### config.mk
export PLATFORM = sky130hd
export DESIGN_NAME = mult_table_gen
export DESIGN_NICKNAME = d
export VERILOG_FILES = /design/src/rtl/mult_table_pkg.sv /design/src/rtl/mult_table_gen_mod_add_red.sv /design/src/rtl/mult_table_gen.sv
export SDC_FILE = /design/constraint.sdc
export NUM_CORES = 2
export LEC_CHECK = 0
export CAP_MARGIN = 30
export CORE_AREA = 2 2 405 407
export CTS_CLUSTER_SIZE = 16
export DETAILED_ROUTE_END_ITERATION = 12
export DIE_AREA = 0 0 407 409
export MAX_ROUTING_LAYER = met4
export PLACE_DENSITY_LB_ADDON = 0.3
export SYNTH_ARGS = -nofsm -noshare
export SYNTH_HDL_FRONTEND = slang
export SYNTH_SLANG_ARGS = --single-unit
### constraint.sdc
create_clock -name clk -period 9.2 [get_ports clk]
set_clock_uncertainty 0.05 [all_clocks]
set_input_delay 0.92 -clock clk [delete_from_list [all_inputs] [get_ports clk]]
set_output_delay 0.92 -clock clk [all_outputs]
set_load 0.005 [all_outputs]
### src/rtl/mult_table_pkg.sv
// mult_table_pkg -- shared types for the multiple-table generator.
//   state_t   : build FSM states (IDLE, CALC)
//   tbl_idx_t : table index / build counter, wide enough for the
//               largest legal PBITS (6, so index 0..64)
//   mlsize()  : table depth 2^pbits
package mult_table_pkg;

  localparam int MAX_PBITS = 6;

  typedef enum logic {
    IDLE = 1'b0,
    CALC = 1'b1
  } state_t;

  typedef logic [MAX_PBITS:0] tbl_idx_t;

  function automatic int mlsize(input int pbits);
    return 1 << pbits;
  endfunction

endpackage

### src/rtl/mult_table_gen_mod_add_red.sv
// mod_add_red -- combinational (a + b) mod m for operands already < m.
// A single conditional subtraction of m is enough because a + b < 2m.
//   a, b : addends, each < m
//   m    : modulus
//   sum  : (a + b) mod m
module mod_add_red #(
  parameter int NBITS = 256
) (
  input  logic [NBITS-1:0] a,
  input  logic [NBITS-1:0] b,
  input  logic [NBITS-1:0] m,
  output logic [NBITS-1:0] sum
);

  logic [NBITS:0] raw;
  logic [NBITS:0] red;

  always_comb begin
    raw = {1'b0, a} + {1'b0, b};
    red = raw - {1'b0, m};
    // red is only kept when raw >= m, i.e. the subtraction did not wrap
    if (raw >= {1'b0, m}) sum = NBITS'(red);
    else                  sum = NBITS'(raw);
  end

endmodule

### src/rtl/mult_table_gen.sv
// mult_table_gen -- builds tables of k*m and (k*b) mod m, k = 0..MLSIZE,
// by sequential accumulation, one entry per clock.
//   clk, rst_n    : clock, async active-low reset
//   start         : build request, accepted only in IDLE
//   m, b          : modulus and multiplicand (b < m), captured on accept
//   busy          : high while building
//   done          : one-cycle pulse after the last entry is written
//   valid         : table matches the captured m, b
//   rd_idx        : combinational read index, >MLSIZE reads as zero
//   mxn_rd        : rd_idx*m
//   bxn_rd        : (rd_idx*b) mod m
// Macro MULT_TABLE_BXN_EN: when defined the b-multiple table is built;
// when undefined bxn_rd is tied to zero and no b state exists.
module mult_table_gen
  import mult_table_pkg::*;
#(
  parameter int NBITS = 256,
  parameter int PBITS = 2
) (
  input  logic                   clk,
  input  logic                   rst_n,
  input  logic                   start,
  input  logic [NBITS-1:0]       m,
  input  logic [NBITS-1:0]       b,
  output logic                   busy,
  output logic                   done,
  output logic                   valid,
  input  logic [PBITS:0]         rd_idx,
  output logic [NBITS+PBITS-1:0] mxn_rd,
  output logic [NBITS-1:0]       bxn_rd
);

  localparam int MLSIZE = mlsize(PBITS);
  localparam int MW     = NBITS + PBITS;

  state_t           state;
  tbl_idx_t         cnt;
  logic [NBITS-1:0] m_q;
  // entries 0 and 1 need no storage: 0 and the captured operand
  logic [MW-1:0]    mxn_q [2:MLSIZE];
  logic [MW-1:0]    mxn_prev;
  logic [MW-1:0]    mxn_next;
  logic             last;
  tbl_idx_t         rd;

  assign last = (cnt == tbl_idx_t'(MLSIZE));
  assign rd   = tbl_idx_t'(rd_idx);

  // entry cnt-1 feeds the accumulator
  always_comb begin
    mxn_prev = {{PBITS{1'b0}}, m_q};
    for (int i = 2; i < MLSIZE; i++)
      if (cnt == tbl_idx_t'(i + 1)) mxn_prev = mxn_q[i];
    mxn_next = mxn_prev + {{PBITS{1'b0}}, m_q};
  end

  always_ff @(posedge clk or negedge rst_n) begin
    if (!rst_n) begin
      state <= IDLE;
      cnt   <= '0;
      busy  <= 1'b0;
      done  <= 1'b0;
      valid <= 1'b0;
      m_q   <= '0;
      for (int i = 2; i <= MLSIZE; i++) mxn_q[i] <= '0;
    end else begin
      done <= 1'b0;
      case (state)
        IDLE: if (start) begin
          m_q   <= m;
          valid <= 1'b0;
          busy  <= 1'b1;
          cnt   <= tbl_idx_t'(2);
          state <= CALC;
        end
        CALC: begin
          for (int i = 2; i <= MLSIZE; i++)
            if (cnt == tbl_idx_t'(i)) mxn_q[i] <= mxn_next;
          cnt <= cnt + tbl_idx_t'(1);
          if (last) begin
            state <= IDLE;
            busy  <= 1'b0;
            valid <= 1'b1;
            done  <= 1'b1;
            cnt   <= '0;
          end
        end
        default: state <= IDLE;
      endcase
    end
  end

  always_comb begin
    mxn_rd = '0;
    if (rd == tbl_idx_t'(1)) mxn_rd = {{PBITS{1'b0}}, m_q};
    for (int i = 2; i <= MLSIZE; i++)
      if (rd == tbl_idx_t'(i)) mxn_rd = mxn_q[i];
  end

`ifdef MULT_TABLE_BXN_EN
  logic [NBITS-1:0] b_q;
  logic [NBITS-1:0] bxn_q [2:MLSIZE];
  logic [NBITS-1:0] bxn_prev;
  logic [NBITS-1:0] bxn_next;

  always_comb begin
    bxn_prev = b_q;
    for (int i = 2; i < MLSIZE; i++)
      if (cnt == tbl_idx_t'(i + 1)) bxn_prev = bxn_q[i];
  end

  mod_add_red #(.NBITS(NBITS)) u_add_red (
    .a   (bxn_prev),
    .b   (b_q),
    .m   (m_q),
    .sum (bxn_next)
  );

  always_ff @(posedge clk or negedge rst_n) begin
    if (!rst_n) begin
      b_q <= '0;
      for (int i = 2; i <= MLSIZE; i++) bxn_q[i] <= '0;
    end else if (state == IDLE) begin
      if (start) b_q <= b;
    end else begin
      for (int i = 2; i <= MLSIZE; i++)
        if (cnt == tbl_idx_t'(i)) bxn_q[i] <= bxn_next;
    end
  end

  always_comb begin
    bxn_rd = '0;
    if (rd == tbl_idx_t'(1)) bxn_rd = b_q;
    for (int i = 2; i <= MLSIZE; i++)
      if (rd == tbl_idx_t'(i)) bxn_rd = bxn_q[i];
  end
`else
  logic unused_b;
  assign unused_b = ^b;
  assign bxn_rd   = '0;
`endif

endmodule

==> impl_metrics.csv <==
group,metric,value,unit
floorplan,dieArea,166000,um^2
drt,post_drt_wl_per_cell,24.9,um
synth,synth-seq-cells,1041,
layout,num-nets-final,10300,
global_route,antenna_found_initial,6,
synth,synth_area,73000,um^2
critical_path,start_kind,"register",
clock_tree,clk_pin_slew,0.06,ns
clock_tree,clockBufferDepth,3,
floorplan,num_rows,148,
floorplan,core,162000,um^2
clock_tree,htree_levels,3,
synth,async_reset_ff_share,100,%
placement,place.gp.congestion,1.05,
timing,worstMarginPinSlew,1.26,ns
timing,slew_viol_final,0,
outcome,outcome,"completed",
floorplan,initial_core_util,45.1,%
floorplan,dieWidth,407,um
drt,vias,71300,
global_route,grt_usage,35.2,%
min_path,hold_path_class,"primary input to asynchronous set/reset pin",
timing,period_needed,7.57,ns
drt,drtAntennaViolNets,0,
floorplan,ioPinCount,1035,
timing,finalCritPeriodShare,82.3,%
synth,yosysWarningCount,0,
drt,drt_iter0_markers,7597,
critical_path,critPathArrivalTime,8.16,ns
global_route,grt_overflow,0,
clock_tree,cts_tree,"yes",
synth,synthesis.instances,9378,
synth,yosys_most_used_dff,"dfrtp_1",
placement,portBuffers,522,
synth,syn_area_per_cell,7.79,um^2
clock_tree,clkLatencyLatePin,0.78,ns
timing,timing.slew.headroom,15.8,%
global_route,grt_pass1_wl,435000,um
global_route,grt_pass1_vias,67300,
flow_run,cap_violations,0,
synth,ys_seq_area_share,35.7,%
timing,fmax,0.132,GHz
drt,via_per_inst,6.02,
clock_tree,cts_buffers,116,
global_route,grt_start_max_net_pins,159,
timing,fin_tns_setup,0,ns
placement,dp_hpwl,217000,um
critical_path,critPathKind,"register to register",
clock_tree,ctsResizeCount,0,
timing,finalHoldViolCount,0,
clock_tree,holdBufCountCts,0,
critical_path,crit_path_max_fanout,26,
clock_tree,cts_setup_buffers,0,
synth,synth_edf_count,0,
layout,area_growth,13.9,%
drt,drc,0,
timing,rsz0062_at_grt,"no",
synth,yosys.cell_types.count,93,
drt,wirelength,294000,um
timing,setup_viol,0,
floorplan,die_y,409,um
layout,drive_above_1_share,5.92,%
drt,first_pass_iters,6,
clock_tree,cts_root_buffer,"clkbuf_16",
critical_path,critPathCaptureType,"register",
clock_tree,cts_num_sinks,1041,
critical_path,required,9.79,ns
[synth_stat cells, types with 14 or more instances]
master    number  area, um^2
a21oi_1      524        2620
nor4_1        44         275
or3_1         17         106
nand2_1     3095       11600
a31oi_1       30         188
o21ai_0      645        3230
or2_2         21         131
mux2i_1      528        5290
o31ai_1       41         308
o22ai_1      266        1660
nand2b_1      22         138
xnor2_1      136        1190
a211oi_1      23         173
buf_1         46         173
buf_4        256        1920
clkbuf_1     503        1890
xor2_1       111         972
o21a_1        43         323
o211ai_1      25         188
o21ai_1       14        70.1
o21bai_1      80         601
nor3_1        89         445
a21boi_0      26         195
nor2_1       377        1420
mux2_2       178        2000
nand3_1       58         290
ha_1         259        3240
buf_2         30         150
inv_1         80         300
nor2b_1       19         119
dfrtp_1     1041       26000
nand4_1      163        1020
and3_1        24         150
a22oi_1      260        1950
a21o_1       127         953
[routing by layer]
metal	track usage (%)	vias to the layer above	routed length, um
met5	-	-	0
met4	9.73	0	9270
met3	4.44	415	23700
met2	53.1	3312	131000
met1	49.5	35100	130000
li1	-	32400	-
[cells in the final DEF, fill, tap and decap left out, types with 127 or more instances in the layout]
cell / count
nand2_1: 3095
dfrtp_1: 1041
o21ai_0: 645
mux2i_1: 528
a21oi_1: 524
clkdlybuf4s50_1: 519
nor2_1: 376
o22ai_1: 266
a22oi_1: 260
ha_1: 259
conb_1: 256
mux2_2: 178
nand4_1: 163
xnor2_1: 136
a21o_1: 127
[critical path, cell delays in order (launching register included)]
cell	delay, ns
dfrtp_1	0.43
ha_1	0.25
nor2b_1	0.29
and2_4	0.58
buf_4	0.31
mux2i_1	0.20
o21ai_0	0.11
ha_1	0.25
fa_1	0.44
a211o_1	0.33
a211oi_1	0.67
or2_2	0.26
nand2_1	0.14
nor4b_2	0.23
o21ai_1	0.50
o31ai_4	0.25
a21oi_2	0.55
o31ai_4	0.25
o31ai_1	0.82
xnor2_1	0.21
mux2_2	0.31
[layout make-up]
type / count / area (um^2)
timing repair buffer: 654 / 6600
clock buffer: 170 / 3350
antenna: 1 / 2.50
sequential: 1041 / 26100
clock inverter: 43 / 599
fill: 15500 / 78800
inverter: 81 / 312
multi-input combinational: 7675 / 43600
tap: 2175 / 2720
[path summary, 6_finish.rpt]
path                                        start                      to  slack, ns  cells past startpoint
setup / recovery               cnt[1]$_DFFE_PN0P_  mxn_q[496]$_DFFE_PN0P_       1.63                     20
hold / removal                              rst_n    mxn_q[4]$_DFFE_PN0P_       0.08                      1
setup reg to reg               cnt[1]$_DFFE_PN0P_  mxn_q[496]$_DFFE_PN0P_       1.63                     20
hold reg to reg            mxn_q[216]$_DFFE_PN0P_  mxn_q[216]$_DFFE_PN0P_       0.42                      2
max in group asynchronous                   rst_n  mxn_q[130]$_DFFE_PN0P_       6.93                      3
min in group clk           mxn_q[216]$_DFFE_PN0P_  mxn_q[216]$_DFFE_PN0P_       0.42                      2
[cell families (layout without fill, tap and decap cells)]
| group | after synthesis | after routing | share of synthesized area (%) |
|---|---|---|---|
| buffers and inverters | 917 | 948 | 6.08 |
| multiplexers | 706 | 706 | 9.98 |
| AO/OA/AOI/OAI | 2229 | 2229 | 18.8 |
| flip-flops | 1041 | 1041 | 35.7 |
| XOR/XNOR | 247 | 247 | 2.96 |
| AND/OR/NAND/NOR | 3977 | 3977 | 22.1 |
| other | 1 | 257 | 0.00514 |
| adder cells (fa/ha/maj) | 260 | 260 | 4.47 |
[registers in the layout, indices dropped and copies added (netlist names)]
| signal | count |
|---|---|
| cnt | 7 |
| valid | 1 |
| m_q | 256 |
| done | 1 |
| mxn_q | 774 |
| busy | 1 |
| state | 1 |
[through the flow]
| stage | utilization (%) | instances | hold WS [ns] | instance area, um^2 | setup WS [ns] |
|---|---|---|---|---|---|
| detailed placement | 48.9 | 11600 | 0.411 | 79200 | 1.77 |
| finish | 51.3 | 11800 | 0.0812 | 83200 | 1.63 |
| global route | 51.3 | 11800 | 0.0952 | 83200 | 1.39 |
| floorplan | - | 9633 | 0.389 | 74000 | 3.25 |
| global placement | 48.9 | 11600 | 0.400 | 79200 | 1.83 |
| CTS | 51.3 | 11800 | 0.0592 | 83200 | 1.74 |
Power is not shown: default switching activity piles up to over one toggle a cycle in this logic, so the estimate is an artifact.
